==> config.mk <==
export PLATFORM = sky130hd
export DESIGN_NAME = wb_arbiter2_flat
export DESIGN_NICKNAME = d
export VERILOG_FILES = /design/src/rtl/wb_arbiter2_if.sv /design/src/rtl/wb_arbiter2.sv /design/src/flat_wrapper.sv
export SDC_FILE = /design/constraint.sdc
export NUM_CORES = 1
export LEC_CHECK = 0
export ABC_AREA = 1
export CAP_MARGIN = 20
export CORE_AREA = 2 2 132 134
export DETAILED_ROUTE_END_ITERATION = 16
export DIE_AREA = 0 0 134 136
export HOLD_SLACK_MARGIN = 0.02
export PLACE_DENSITY = 0.47
export SLEW_MARGIN = 30
export SYNTH_ARGS = -nofsm -noshare
export SYNTH_HDL_FRONTEND = slang
export SYNTH_SLANG_ARGS = --single-unit
==> constraint.sdc <==
create_clock -name clk -period 2.65 [get_ports clk]
set_input_delay 0.53 -clock clk [delete_from_list [all_inputs] [get_ports clk]]
set_output_delay 0.53 -clock clk [all_outputs]
set_load 0.005 [all_outputs]
==> src/rtl/wb_arbiter2_if.sv <==
// wshb_if: Wishbone bundle shared by the two-master arbiter and its slave.
//   adr_width : address width (data is fixed at 32 bits, sel at 4 bits)
//   modport master : drives the request fields and samples the response fields
//   modport slave  : samples the request fields and drives the response fields
interface wshb_if #(
  parameter int adr_width = 32
);
  logic                 cyc;
  logic                 stb;
  logic                 we;
  logic [adr_width-1:0] adr;
  logic [3:0]           sel;
  logic [31:0]          dat_ms;
  logic [31:0]          dat_sm;
  logic                 ack;
  logic                 err;
  logic                 rty;
  logic [2:0]           cti;
  logic [1:0]           bte;

  modport master (
    output cyc, stb, we, adr, sel, dat_ms, cti, bte,
    input  dat_sm, ack, err, rty
  );

  modport slave (
    input  cyc, stb, we, adr, sel, dat_ms, cti, bte,
    output dat_sm, ack, err, rty
  );
endinterface

==> src/rtl/wb_arbiter2.sv <==
// wb_arbiter2: two-master Wishbone arbiter in front of one shared slave.
// Master 0 is the display read path, master 1 the pattern/host write path.
// The slave is granted for a whole bus cycle (cyc high period); the grant is
// registered, while request/response routing is combinational once granted.
//
// Ports:
//   clk    : system clock, all state on the rising edge
//   rst_n  : asynchronous active-low reset
//   wb_s0  : master 0 port (wins the first tie after reset)
//   wb_s1  : master 1 port
//   wb_m   : port to the shared slave
//   grant  : one-hot grant, 01 = master 0, 10 = master 1, 00 = idle
//
// Build option:
//   WB_ARB_ROUND_ROBIN_EN : when defined, a tie in IDLE goes to the master not
//   served last. When undefined, master 0 always wins a tie (master 1 can
//   starve while master 0 keeps re-requesting).
module wb_arbiter2 #(
  parameter int adr_width = 32
) (
  input  logic       clk,
  input  logic       rst_n,
  wshb_if.slave      wb_s0,
  wshb_if.slave      wb_s1,
  wshb_if.master     wb_m,
  output logic [1:0] grant
);

  typedef struct packed {
    logic                 cyc;
    logic                 stb;
    logic                 we;
    logic [adr_width-1:0] adr;
    logic [3:0]           sel;
    logic [31:0]          dat;
    logic [2:0]           cti;
    logic [1:0]           bte;
  } wb_req_t;

  typedef struct packed {
    logic ack;
    logic err;
    logic rty;
  } wb_rsp_t;

  typedef enum logic [1:0] {
    IDLE = 2'd0,
    GNT0 = 2'd1,
    GNT1 = 2'd2
  } state_t;

  state_t  state_q, state_d;
  wb_req_t req [2];
  wb_req_t m_req;
  wb_rsp_t m_rsp;
  wb_rsp_t rsp [2];

  // Gather both master ports into request structs so the mux below is a loop.
  always_comb begin
    req[0].cyc = wb_s0.cyc;
    req[0].stb = wb_s0.stb;
    req[0].we  = wb_s0.we;
    req[0].adr = wb_s0.adr;
    req[0].sel = wb_s0.sel;
    req[0].dat = wb_s0.dat_ms;
    req[0].cti = wb_s0.cti;
    req[0].bte = wb_s0.bte;
    req[1].cyc = wb_s1.cyc;
    req[1].stb = wb_s1.stb;
    req[1].we  = wb_s1.we;
    req[1].adr = wb_s1.adr;
    req[1].sel = wb_s1.sel;
    req[1].dat = wb_s1.dat_ms;
    req[1].cti = wb_s1.cti;
    req[1].bte = wb_s1.bte;
  end

`ifdef WB_ARB_ROUND_ROBIN_EN
  // last = index of the master that most recently finished a grant.
  // Resets to 1 so that master 0 takes the first tie.
  logic last_q, last_d;

  always_ff @(posedge clk or negedge rst_n) begin
    if (!rst_n) begin
      state_q <= IDLE;
      last_q  <= 1'b1;
    end else begin
      state_q <= state_d;
      last_q  <= last_d;
    end
  end

  always_comb begin
    state_d = state_q;
    last_d  = last_q;
    case (state_q)
      IDLE: begin
        if (req[0].cyc && req[1].cyc) state_d = last_q ? GNT0 : GNT1;
        else if (req[0].cyc)          state_d = GNT0;
        else if (req[1].cyc)          state_d = GNT1;
      end
      GNT0: begin
        if (!req[0].cyc) begin
          state_d = IDLE;
          last_d  = 1'b0;
        end
      end
      GNT1: begin
        if (!req[1].cyc) begin
          state_d = IDLE;
          last_d  = 1'b1;
        end
      end
      default: state_d = IDLE;
    endcase
  end
`else
  always_ff @(posedge clk or negedge rst_n) begin
    if (!rst_n) state_q <= IDLE;
    else        state_q <= state_d;
  end

  // Fixed priority: master 0 wins every tie.
  always_comb begin
    state_d = state_q;
    case (state_q)
      IDLE: begin
        if (req[0].cyc)      state_d = GNT0;
        else if (req[1].cyc) state_d = GNT1;
      end
      GNT0:    if (!req[0].cyc) state_d = IDLE;
      GNT1:    if (!req[1].cyc) state_d = IDLE;
      default: state_d = IDLE;
    endcase
  end
`endif

  // Grant is a pure decode of the registered state: no path from cyc.
  // The async reset clears the state, so the grant (and with it every routed
  // request and response) drops the moment rst_n falls.
  assign grant = {state_q == GNT1, state_q == GNT0};

  // Request mux: only the granted master reaches the slave, zeros when idle.
  always_comb begin
    m_req = '0;
    for (int i = 0; i < 2; i++)
      if (grant[i]) m_req = req[i];
  end

  assign wb_m.cyc    = m_req.cyc;
  assign wb_m.stb    = m_req.stb;
  assign wb_m.we     = m_req.we;
  assign wb_m.adr    = m_req.adr;
  assign wb_m.sel    = m_req.sel;
  assign wb_m.dat_ms = m_req.dat;
  assign wb_m.cti    = m_req.cti;
  assign wb_m.bte    = m_req.bte;

  // Responses go back to the granted master only; the other one stalls.
  assign m_rsp.ack = wb_m.ack;
  assign m_rsp.err = wb_m.err;
  assign m_rsp.rty = wb_m.rty;

  for (genvar i = 0; i < 2; i++) begin : g_rsp
    assign rsp[i] = grant[i] ? m_rsp : '0;
  end

  assign wb_s0.ack = rsp[0].ack;
  assign wb_s0.err = rsp[0].err;
  assign wb_s0.rty = rsp[0].rty;
  assign wb_s1.ack = rsp[1].ack;
  assign wb_s1.err = rsp[1].err;
  assign wb_s1.rty = rsp[1].rty;

  // Read data is qualified by ack, so it can go to both masters untouched.
  assign wb_s0.dat_sm = wb_m.dat_sm;
  assign wb_s1.dat_sm = wb_m.dat_sm;

endmodule

==> src/flat_wrapper.sv <==
// flat-port wrapper written by rule: the top's interface ports become plain ports
module wb_arbiter2_flat 
#(
  parameter int adr_width = 32
)
  (clk, rst_n, grant, wb_s0_cyc, wb_s0_stb, wb_s0_we, wb_s0_adr, wb_s0_sel, wb_s0_dat_ms, wb_s0_cti, wb_s0_bte, wb_s0_dat_sm, wb_s0_ack, wb_s0_err, wb_s0_rty, wb_s1_cyc, wb_s1_stb, wb_s1_we, wb_s1_adr, wb_s1_sel, wb_s1_dat_ms, wb_s1_cti, wb_s1_bte, wb_s1_dat_sm, wb_s1_ack, wb_s1_err, wb_s1_rty, wb_m_cyc, wb_m_stb, wb_m_we, wb_m_adr, wb_m_sel, wb_m_dat_ms, wb_m_cti, wb_m_bte, wb_m_dat_sm, wb_m_ack, wb_m_err, wb_m_rty);
  wshb_if #(.adr_width(adr_width)) wb_s0_i ();
  wshb_if #(.adr_width(adr_width)) wb_s1_i ();
  wshb_if #(.adr_width(adr_width)) wb_m_i ();
  input  logic clk;
  input  logic rst_n;
  output logic [1:0] grant;
  input wire logic [$bits(wb_s0_i.cyc)-1:0] wb_s0_cyc;
  input wire logic [$bits(wb_s0_i.stb)-1:0] wb_s0_stb;
  input wire logic [$bits(wb_s0_i.we)-1:0] wb_s0_we;
  input wire logic [$bits(wb_s0_i.adr)-1:0] wb_s0_adr;
  input wire logic [$bits(wb_s0_i.sel)-1:0] wb_s0_sel;
  input wire logic [$bits(wb_s0_i.dat_ms)-1:0] wb_s0_dat_ms;
  input wire logic [$bits(wb_s0_i.cti)-1:0] wb_s0_cti;
  input wire logic [$bits(wb_s0_i.bte)-1:0] wb_s0_bte;
  output wire logic [$bits(wb_s0_i.dat_sm)-1:0] wb_s0_dat_sm;
  output wire logic [$bits(wb_s0_i.ack)-1:0] wb_s0_ack;
  output wire logic [$bits(wb_s0_i.err)-1:0] wb_s0_err;
  output wire logic [$bits(wb_s0_i.rty)-1:0] wb_s0_rty;
  input wire logic [$bits(wb_s1_i.cyc)-1:0] wb_s1_cyc;
  input wire logic [$bits(wb_s1_i.stb)-1:0] wb_s1_stb;
  input wire logic [$bits(wb_s1_i.we)-1:0] wb_s1_we;
  input wire logic [$bits(wb_s1_i.adr)-1:0] wb_s1_adr;
  input wire logic [$bits(wb_s1_i.sel)-1:0] wb_s1_sel;
  input wire logic [$bits(wb_s1_i.dat_ms)-1:0] wb_s1_dat_ms;
  input wire logic [$bits(wb_s1_i.cti)-1:0] wb_s1_cti;
  input wire logic [$bits(wb_s1_i.bte)-1:0] wb_s1_bte;
  output wire logic [$bits(wb_s1_i.dat_sm)-1:0] wb_s1_dat_sm;
  output wire logic [$bits(wb_s1_i.ack)-1:0] wb_s1_ack;
  output wire logic [$bits(wb_s1_i.err)-1:0] wb_s1_err;
  output wire logic [$bits(wb_s1_i.rty)-1:0] wb_s1_rty;
  output wire logic [$bits(wb_m_i.cyc)-1:0] wb_m_cyc;
  output wire logic [$bits(wb_m_i.stb)-1:0] wb_m_stb;
  output wire logic [$bits(wb_m_i.we)-1:0] wb_m_we;
  output wire logic [$bits(wb_m_i.adr)-1:0] wb_m_adr;
  output wire logic [$bits(wb_m_i.sel)-1:0] wb_m_sel;
  output wire logic [$bits(wb_m_i.dat_ms)-1:0] wb_m_dat_ms;
  output wire logic [$bits(wb_m_i.cti)-1:0] wb_m_cti;
  output wire logic [$bits(wb_m_i.bte)-1:0] wb_m_bte;
  input wire logic [$bits(wb_m_i.dat_sm)-1:0] wb_m_dat_sm;
  input wire logic [$bits(wb_m_i.ack)-1:0] wb_m_ack;
  input wire logic [$bits(wb_m_i.err)-1:0] wb_m_err;
  input wire logic [$bits(wb_m_i.rty)-1:0] wb_m_rty;
  assign wb_s0_i.cyc = wb_s0_cyc;
  assign wb_s0_i.stb = wb_s0_stb;
  assign wb_s0_i.we = wb_s0_we;
  assign wb_s0_i.adr = wb_s0_adr;
  assign wb_s0_i.sel = wb_s0_sel;
  assign wb_s0_i.dat_ms = wb_s0_dat_ms;
  assign wb_s0_i.cti = wb_s0_cti;
  assign wb_s0_i.bte = wb_s0_bte;
  assign wb_s0_dat_sm = wb_s0_i.dat_sm;
  assign wb_s0_ack = wb_s0_i.ack;
  assign wb_s0_err = wb_s0_i.err;
  assign wb_s0_rty = wb_s0_i.rty;
  assign wb_s1_i.cyc = wb_s1_cyc;
  assign wb_s1_i.stb = wb_s1_stb;
  assign wb_s1_i.we = wb_s1_we;
  assign wb_s1_i.adr = wb_s1_adr;
  assign wb_s1_i.sel = wb_s1_sel;
  assign wb_s1_i.dat_ms = wb_s1_dat_ms;
  assign wb_s1_i.cti = wb_s1_cti;
  assign wb_s1_i.bte = wb_s1_bte;
  assign wb_s1_dat_sm = wb_s1_i.dat_sm;
  assign wb_s1_ack = wb_s1_i.ack;
  assign wb_s1_err = wb_s1_i.err;
  assign wb_s1_rty = wb_s1_i.rty;
  assign wb_m_cyc = wb_m_i.cyc;
  assign wb_m_stb = wb_m_i.stb;
  assign wb_m_we = wb_m_i.we;
  assign wb_m_adr = wb_m_i.adr;
  assign wb_m_sel = wb_m_i.sel;
  assign wb_m_dat_ms = wb_m_i.dat_ms;
  assign wb_m_cti = wb_m_i.cti;
  assign wb_m_bte = wb_m_i.bte;
  assign wb_m_i.dat_sm = wb_m_dat_sm;
  assign wb_m_i.ack = wb_m_ack;
  assign wb_m_i.err = wb_m_err;
  assign wb_m_i.rty = wb_m_rty;
  wb_arbiter2 #(.adr_width(adr_width)) u_core (.clk(clk), .rst_n(rst_n), .wb_s0(wb_s0_i), .wb_s1(wb_s1_i), .wb_m(wb_m_i), .grant(grant));
endmodule
==> summary.md, run 1 <==
| Metric | Value |
|---|---|
| CP endpoint kind | output port |
| Setup CP Type | reg -> out |
| Worst hold-check path type | in -> async |
| Worst-Margin Slew | between 400 and 500 ps |
| Slew Viols, Final | 0 |
| Most flop-heavy register | u_core.state_q |
| WL/cell | approximately 14 um |
| CP required | 2120 ps |
| Die W | 134 um |
| Period utilisation layout | 0.932 |
| Syn_nets | 536 |
| Via-to-Cell Ratio | around 4.0 |
| Die H | approximately 140 um |
| Count leader, synth | nand3_1 |
| Fmax | 405 MHz |
| Register area share after synthesis | 0.0241 |
| Share of post-route cells with drive strength above 1 | 0.0990 |
| Total grt overflow | 0 |
| Static leakage | about 1.8 nW |
| TritonCTS clock tree | yes |
| Crit-path max FO | 28 |
| ANT nets after route | 0 |
| Power Density | 228 mW/mm2 |
| Max-Cap Viols | 0 |
| Hpwl dp | between 8 and 9 mm |
| Worst VDD drop | 0.199 mV |
| Arrival @ worst endpoint | 1940 ps |
| Ys async rst share | 1.00 |
| # diodes | 0 |
| Largest delay share family, worst path | buffers and inverters |
| Area growth syn-to-layout | 104% |
| Biggest regs | u_core.state_q: 2 flops |
| Post-CTS resize count | 0 |
| Synthesized area | 0.00208 mm2 |
| Synth Register Bits | 2 |
| RePlAce Congestion | about 0.83 |
| Top post-synthesis cells by area | nand3_1, buf_4, nand3_2 |
| Worst path bufs/invs | 2 |
| Yosys top cell area share | 0.294 |
| Fin crit period | 2470 ps |
| Starting Density | 0.123 |
| DRC viols | 0 |
| Post-Synth Adder-Cell Area | 0 |
| Hold_buf cts | 0 |
| CTS HTree Levels | 1 |
| Max FFs per register | 2 |
| Synth Flop Type | dfrtp_1 |
| Synth unique cells | 11 |
| First-pass GRT wire length | between 15 and 20 mm |
| Sink Count | 2 |
| Total GRT Usage | 0.105 |
| First drt pass iteration count | 4 |
| RSZ-0062 raised after global routing | false |
| Die area | roughly 0.018 mm2 |
| Post-Synth XOR/XNOR Area | 0 |
| Mapped Cells | between 300 and 400 |
| WHS | 503 ps |
| Crit path largest cell delay | 510 ps |
| Number of setup buffers added after CTS | 0 |
| Num ports | ~340 |
| Rel. slew slack | 0.723 |
| Final Hold Fails | 0 |
| Largest net degree at the start of global routing | 40 |
| Clock skew | between 0.5 and 0.6 ps |
| Site row count | 48 |
| CTS clk-pin slew, worst paths | around 30 ps |
| Root Driver | clkbuf_16 |
| Crit-path cells | buf_4 -> nand2_1 -> nor2_1 -> clkdlybuf4s50_1 |
| Post-synth EDFFs | 0 |
| Port Buf Inserts | 240 |
| Setup_tns | 0 ps |
| Average cell area after synthesis | between 5 and 6 um2 |
| Area leader, netlist | nand3_1 |
| Vias | 2,916 |
| Startpoint types | flip-flop |
| Vias in the first global route | 2,914 |
| Outcome | finished clean |
| CTS buffer count | 3 |
| WL final | a little over 10 mm |
| Synth Area in Compound Gates | 0 |
| Simple-gate share of the synthesized area | 0.596 |
| Final net count | 696 |
| Antenna violations before repair | 0 |
| Endpoints failing setup | 0 |
| Largest family of logic cells by synthesized area | simple AND/OR/NAND/NOR gates |
| Core Area | approximately 0.017 mm2 |
| Worst-case clock buffer depth | 2 |
| Critical path's slowest cell | clkdlybuf4s50_1 |
| Worst-Skew Late Latency | 220 ps |
| Ys Warns | 0 |
| Drt initial violations | 128 |
| Synth cell count leaders | nand3_1, nand2_1, buf_4, nand3_2, buf_2 |
| Mux share of post-synthesis cell area | 0 |
## report_power, final
part	internal (mW)	switching [mW]
combinational	0.445	0.263
clock	0.192	0.0315
sequential	0.0337	0.00301
## cells by family (layout without fill, tap and decap cells)
kind of cell           count (synthesis)  count (layout)
and+or+nand+nor                      239             239
DFF                                    2               2
buffers and inverters                106             264
## metal layers
layer | up-vias | routed length, um | global-route usage
met5 | - | 0 | 0
met4 | 0 | 157 | 0.0183
met3 | 17 | 940 | 0.0354
met2 | 165 | 5100 | 0.185
met1 | 1328 | 4150 | 0.126
li1 | 1406 | - | -
## metrics by stage
step	util	cell area [um2]	setup slack, ps	power [mW]	std cells
finish	0.252	4250	180	0.968	730
global route	0.252	4250	45.6	1.04	730
CTS	0.252	4250	138	0.983	730
detailed placement	0.247	4170	369	0.752	727
global placement	0.247	4170	411	0.749	727
floorplan	-	2080	1200	0.355	347
## layout by cell type (no fill, tap or decap)
| cell | count |
|---|---|
| dfrtp_2 | 1 |
| inv_1 | 6 |
| nand2_1 | 79 |
| buf_4 | 8 |
| buf_12 | 5 |
| nor2_1 | 8 |
| nand3_1 | 122 |
| clkdlybuf4s50_1 | 240 |
| inv_4 | 2 |
| dfrtp_4 | 1 |
| nand3_2 | 30 |
| clkbuf_16 | 3 |
## path summary, 6_finish.rpt
check                                        from                 to  slack (ps)  cells after the start
worst max-delay path            u_core.state_q[0]          wb_s0_ack         180                      4
worst min-delay path                        rst_n  u_core.state_q[0]         500                      1
worst max register to register  u_core.state_q[0]  u_core.state_q[1]        1500                      4
worst min register to register  u_core.state_q[1]  u_core.state_q[0]         720                      2
max in group asynchronous                   rst_n  u_core.state_q[0]        1980                      1
min in group clk                u_core.state_q[1]  u_core.state_q[0]         720                      2
## area by class of cell
class,count,area [um2]
tap,225,282
clock buffer,3,75.1
multi-input combinational,239,1240
sequential,2,55.1
fill,1841,12600
inverter,8,35.0
timing repair buffer,253,2560
Note: power is estimated with default switching activity, not from simulation.
==> run 2: changes to the inputs <==
--- a/config.mk
+++ b/config.mk
@@ -12,7 +12,7 @@
 export DIE_AREA = 0 0 134 136
 export HOLD_SLACK_MARGIN = 0.02
 export PLACE_DENSITY = 0.47
-export SLEW_MARGIN = 30
+export SLEW_MARGIN = 20
 export SYNTH_ARGS = -nofsm -noshare
 export SYNTH_HDL_FRONTEND = slang
 export SYNTH_SLANG_ARGS = --single-unit
==> results of run 2 <==
The final DEF is identical to that of run 1; final timing and power are the same.
==> run 3: changes to the inputs <==
--- a/config.mk
+++ b/config.mk
@@ -7,11 +7,11 @@
 export LEC_CHECK = 0
 export ABC_AREA = 1
 export CAP_MARGIN = 20
-export CORE_AREA = 2 2 132 134
+export CORE_AREA = 3 3 130 132
 export DETAILED_ROUTE_END_ITERATION = 16
-export DIE_AREA = 0 0 134 136
+export DIE_AREA = 0 0 133 135
 export HOLD_SLACK_MARGIN = 0.02
-export PLACE_DENSITY = 0.47
+export PLACE_DENSITY = 0.48
 export SLEW_MARGIN = 20
 export SYNTH_ARGS = -nofsm -noshare
 export SYNTH_HDL_FRONTEND = slang
==> run 3 against run 2 <==
- utilization is 1.3 points higher
- sequential share of layout area hardly changed
- hold slack better by 12 ps
- via count is 3.9% lower
- cell count is 1.9% lower
- clock-buffer cell count stayed put
- non-clock buffer count is 5 lower
- final area is 1.4% lower
- highest routed layer unchanged
==> summary.md, run 3 (synthesis gave the netlist of run 1 again) <==
| Metric | Value |
|---|---|
| Arrival @ worst endpoint | 2010 ps (+70 ps) |
| # diodes | 0 (unchanged) |
| Register Area | 55.1 um2 (unchanged) |
| Largest delay share family, worst path | buffers and inverters |
| Port Buf Inserts | 240 (unchanged) |
| Vias in the first global route | 2,647 (-9.2%) |
| Die area | 0.0180 mm2 (-1.5%) |
| Max-Cap Viols | 0 (unchanged) |
| Post-Place Cells | 713 (-1.9%) |
| TritonCTS clock tree | yes |
| Area growth syn-to-layout | 102% |
| Outcome | finished clean |
| Via-to-Cell Ratio | 3.91 (-2.0%) |
| Rel. slew slack | 0.705 (-0.0185) |
| Post-CTS resize count | 0 (unchanged) |
| Worst VDD drop | 0.204 mV (+2.5%) |
| Final Hold Fails | 0 (unchanged) |
| Footprint of the multi-input gates | 0.00124 mm2 (unchanged) |
| Worst hold-check path type | in -> async |
| Hpwl dp | 8.66 mm (+5.3%) |
| Most flop-heavy register | u_core.state_q |
| Fin crit period | 2540 ps (+67.9 ps) |
| Worst-Margin Slew | 443 ps (+27.8 ps) |
| ANT nets after route | 0 (unchanged) |
| Share of post-route cells with drive strength above 1 | 0.0900 (-0.00901) |
| First-pass GRT wire length | 15.4 mm (-1.2%) |
| Drt initial violations | 126 (-1.6%) |
| Slew Viols, Final | 0 (unchanged) |
| Total power | 957 uW (-1.1%) |
| R2R cell count | 4 (unchanged) |
| CTS buffer count | 3 (unchanged) |
| RePlAce Congestion | 0.811 (-2.9%) |
| Placed cell area | 0.00411 mm2 (-1.5%) |
| CTS clk-pin slew, worst paths | 30 ps (about the same) |
| Commonest non-fill, non-tap cell in the layout | clkdlybuf4s50_1 |
| First drt pass iteration count | 6 (+2) |
| Startpoint types | flip-flop |
| Root Driver | clkbuf_16 |
| Biggest regs | u_core.state_q: 2 flops |
| Crit path largest cell delay | 570 ps (+60 ps) |
| WL final | 10.6 mm (+2.4%) |
| Critical path's slowest cell | dfrtp_4 |
| Most frequent cells in the layout | clkdlybuf4s50_1, nand3_1, nand2_1 |
| CP endpoint kind | output port |
| Power Density | 229 mW/mm2 (+0.33%) |
| Fin area | 0.00419 mm2 (-1.4%) |
| Max FFs per register | 2 (unchanged) |
| Core Area | 0.0158 mm2 (-6.2%) |
| Final net count | 691 (-0.72%) |
| RSZ-0062 raised after global routing | false |
| CP required | 2120 ps (about the same) |
| Worst path bufs/invs | 3 (+1) |
| Number of setup buffers added after CTS | 0 (unchanged) |
| Total GRT Usage | 0.107 (+0.00163) |
| Clock skew | 3.26 ps (+2.67 ps) |
| Crit-path cells | inv_4 -> buf_12 -> nand3_1 -> nand2_1 -> clkdlybuf4s50_1 |
| Antenna violations before repair | 0 (unchanged) |
| Total grt overflow | 0 (unchanged) |
| Finished Layout Cells | 716 (-1.9%) |
| Starting Density | 0.131 (+0.00815) |
| Reg2reg start | u_core.state_q[0] |
| Setup_tns | 0 ps (unchanged) |
| Vias | 2,802 (-3.9%) |
| Worst-case clock buffer depth | 2 (unchanged) |
| CTS HTree Levels | 1 (unchanged) |
| Fmax | 394 MHz (-2.7%) |
| Reg-to-Reg End | u_core.state_q[1] |
| Die H | 135 um (-0.74%) |
| Fillers | 1,735 (-5.8%) |
| Hold_buf cts | 0 (unchanged) |
| Die W | 133 um (-0.75%) |
| Setup CP Type | reg -> out |
| Dpl ws | 285 ps (-84.8 ps) |
| Sink Count | 2 (unchanged) |
| Worst-Skew Late Latency | 220 ps (about the same) |
| Slack of the worst reg-to-reg path | 1370 ps (-130 ps) |
| Num ports | 337 (unchanged) |
| Period utilisation layout | 0.958 (+0.0256) |
| DRC viols | 0 (unchanged) |
| WL/cell | 14.8 um (+4.4%) |
| Site row count | 46 (-4.2%) |
| Largest net degree at the start of global routing | 44 (+10%) |
| Setup ws final | 112 ps (-67.9 ps) |
| Crit-path max FO | 40 (+43%) |
| Endpoints failing setup | 0 (unchanged) |
| Static leakage | 1.76 nW (-1.5%) |
-- run 3: worst max-delay path by stage --
| stage | startpoint | to | slack (ps) | cells past startpoint |
|---|---|---|---|---|
| 6_report | u_core.state_q[0] | wb_m_adr[23] | 110 | 5 |
| 2_1_floorplan | u_core.state_q[1] | wb_m_adr[10] | 1200 | 6 |
| 3_3_place_gp | wb_m_err | wb_s1_err | 270 | 4 |
| 3_5_place_dp | wb_m_err | wb_s1_err | 280 | 4 |
| 5_1_grt | u_core.state_q[0] | wb_m_adr[23] | 20 | 5 |
| 4_1_cts | u_core.state_q[0] | wb_s1_err | 80 | 4 |
-- run 3: metal layers --
metal,part of all wire,wire length (um),global-route usage
met5,0,0,0
met4,0.0047,50,0.00635
met3,0.085,903,0.0428
met2,0.51,5450,0.190
met1,0.40,4190,0.127
-- run 3: worst reg2reg max path: cells and delay by family, from the launching register on --
kind                   cells  cell delay, ps
and+or+nand+nor            2             200
DFF                        1             570
buffers and inverters      2             440
-- run 3: per-stage QoR --
step,utilization,hold slack (ps)
after floorplan,-,234
after global placement,0.260,747
after detailed placement,0.260,756
after CTS,0.264,526
after global routing,0.264,534
final,0.264,515
-- run 3: cell type report --
| type | instances | area share |
|---|---|---|
| inverters | 8 | 0.00837 |
| repair buffers | 248 | 0.600 |
| clock buffers | 3 | 0.0179 |
| flip-flops and latches | 2 | 0.0132 |
| multi-input cells | 239 | 0.296 |
| well taps | 216 | 0.0646 |
-- run 3: report_power, final --
group	switching [mW]	internal [mW]	leakage (nW)
logic	0.253	0.437	1.70
clock network	0.0315	0.192	0.0370
registers	0.0100	0.0337	0.0228
total	0.295	0.663	1.76
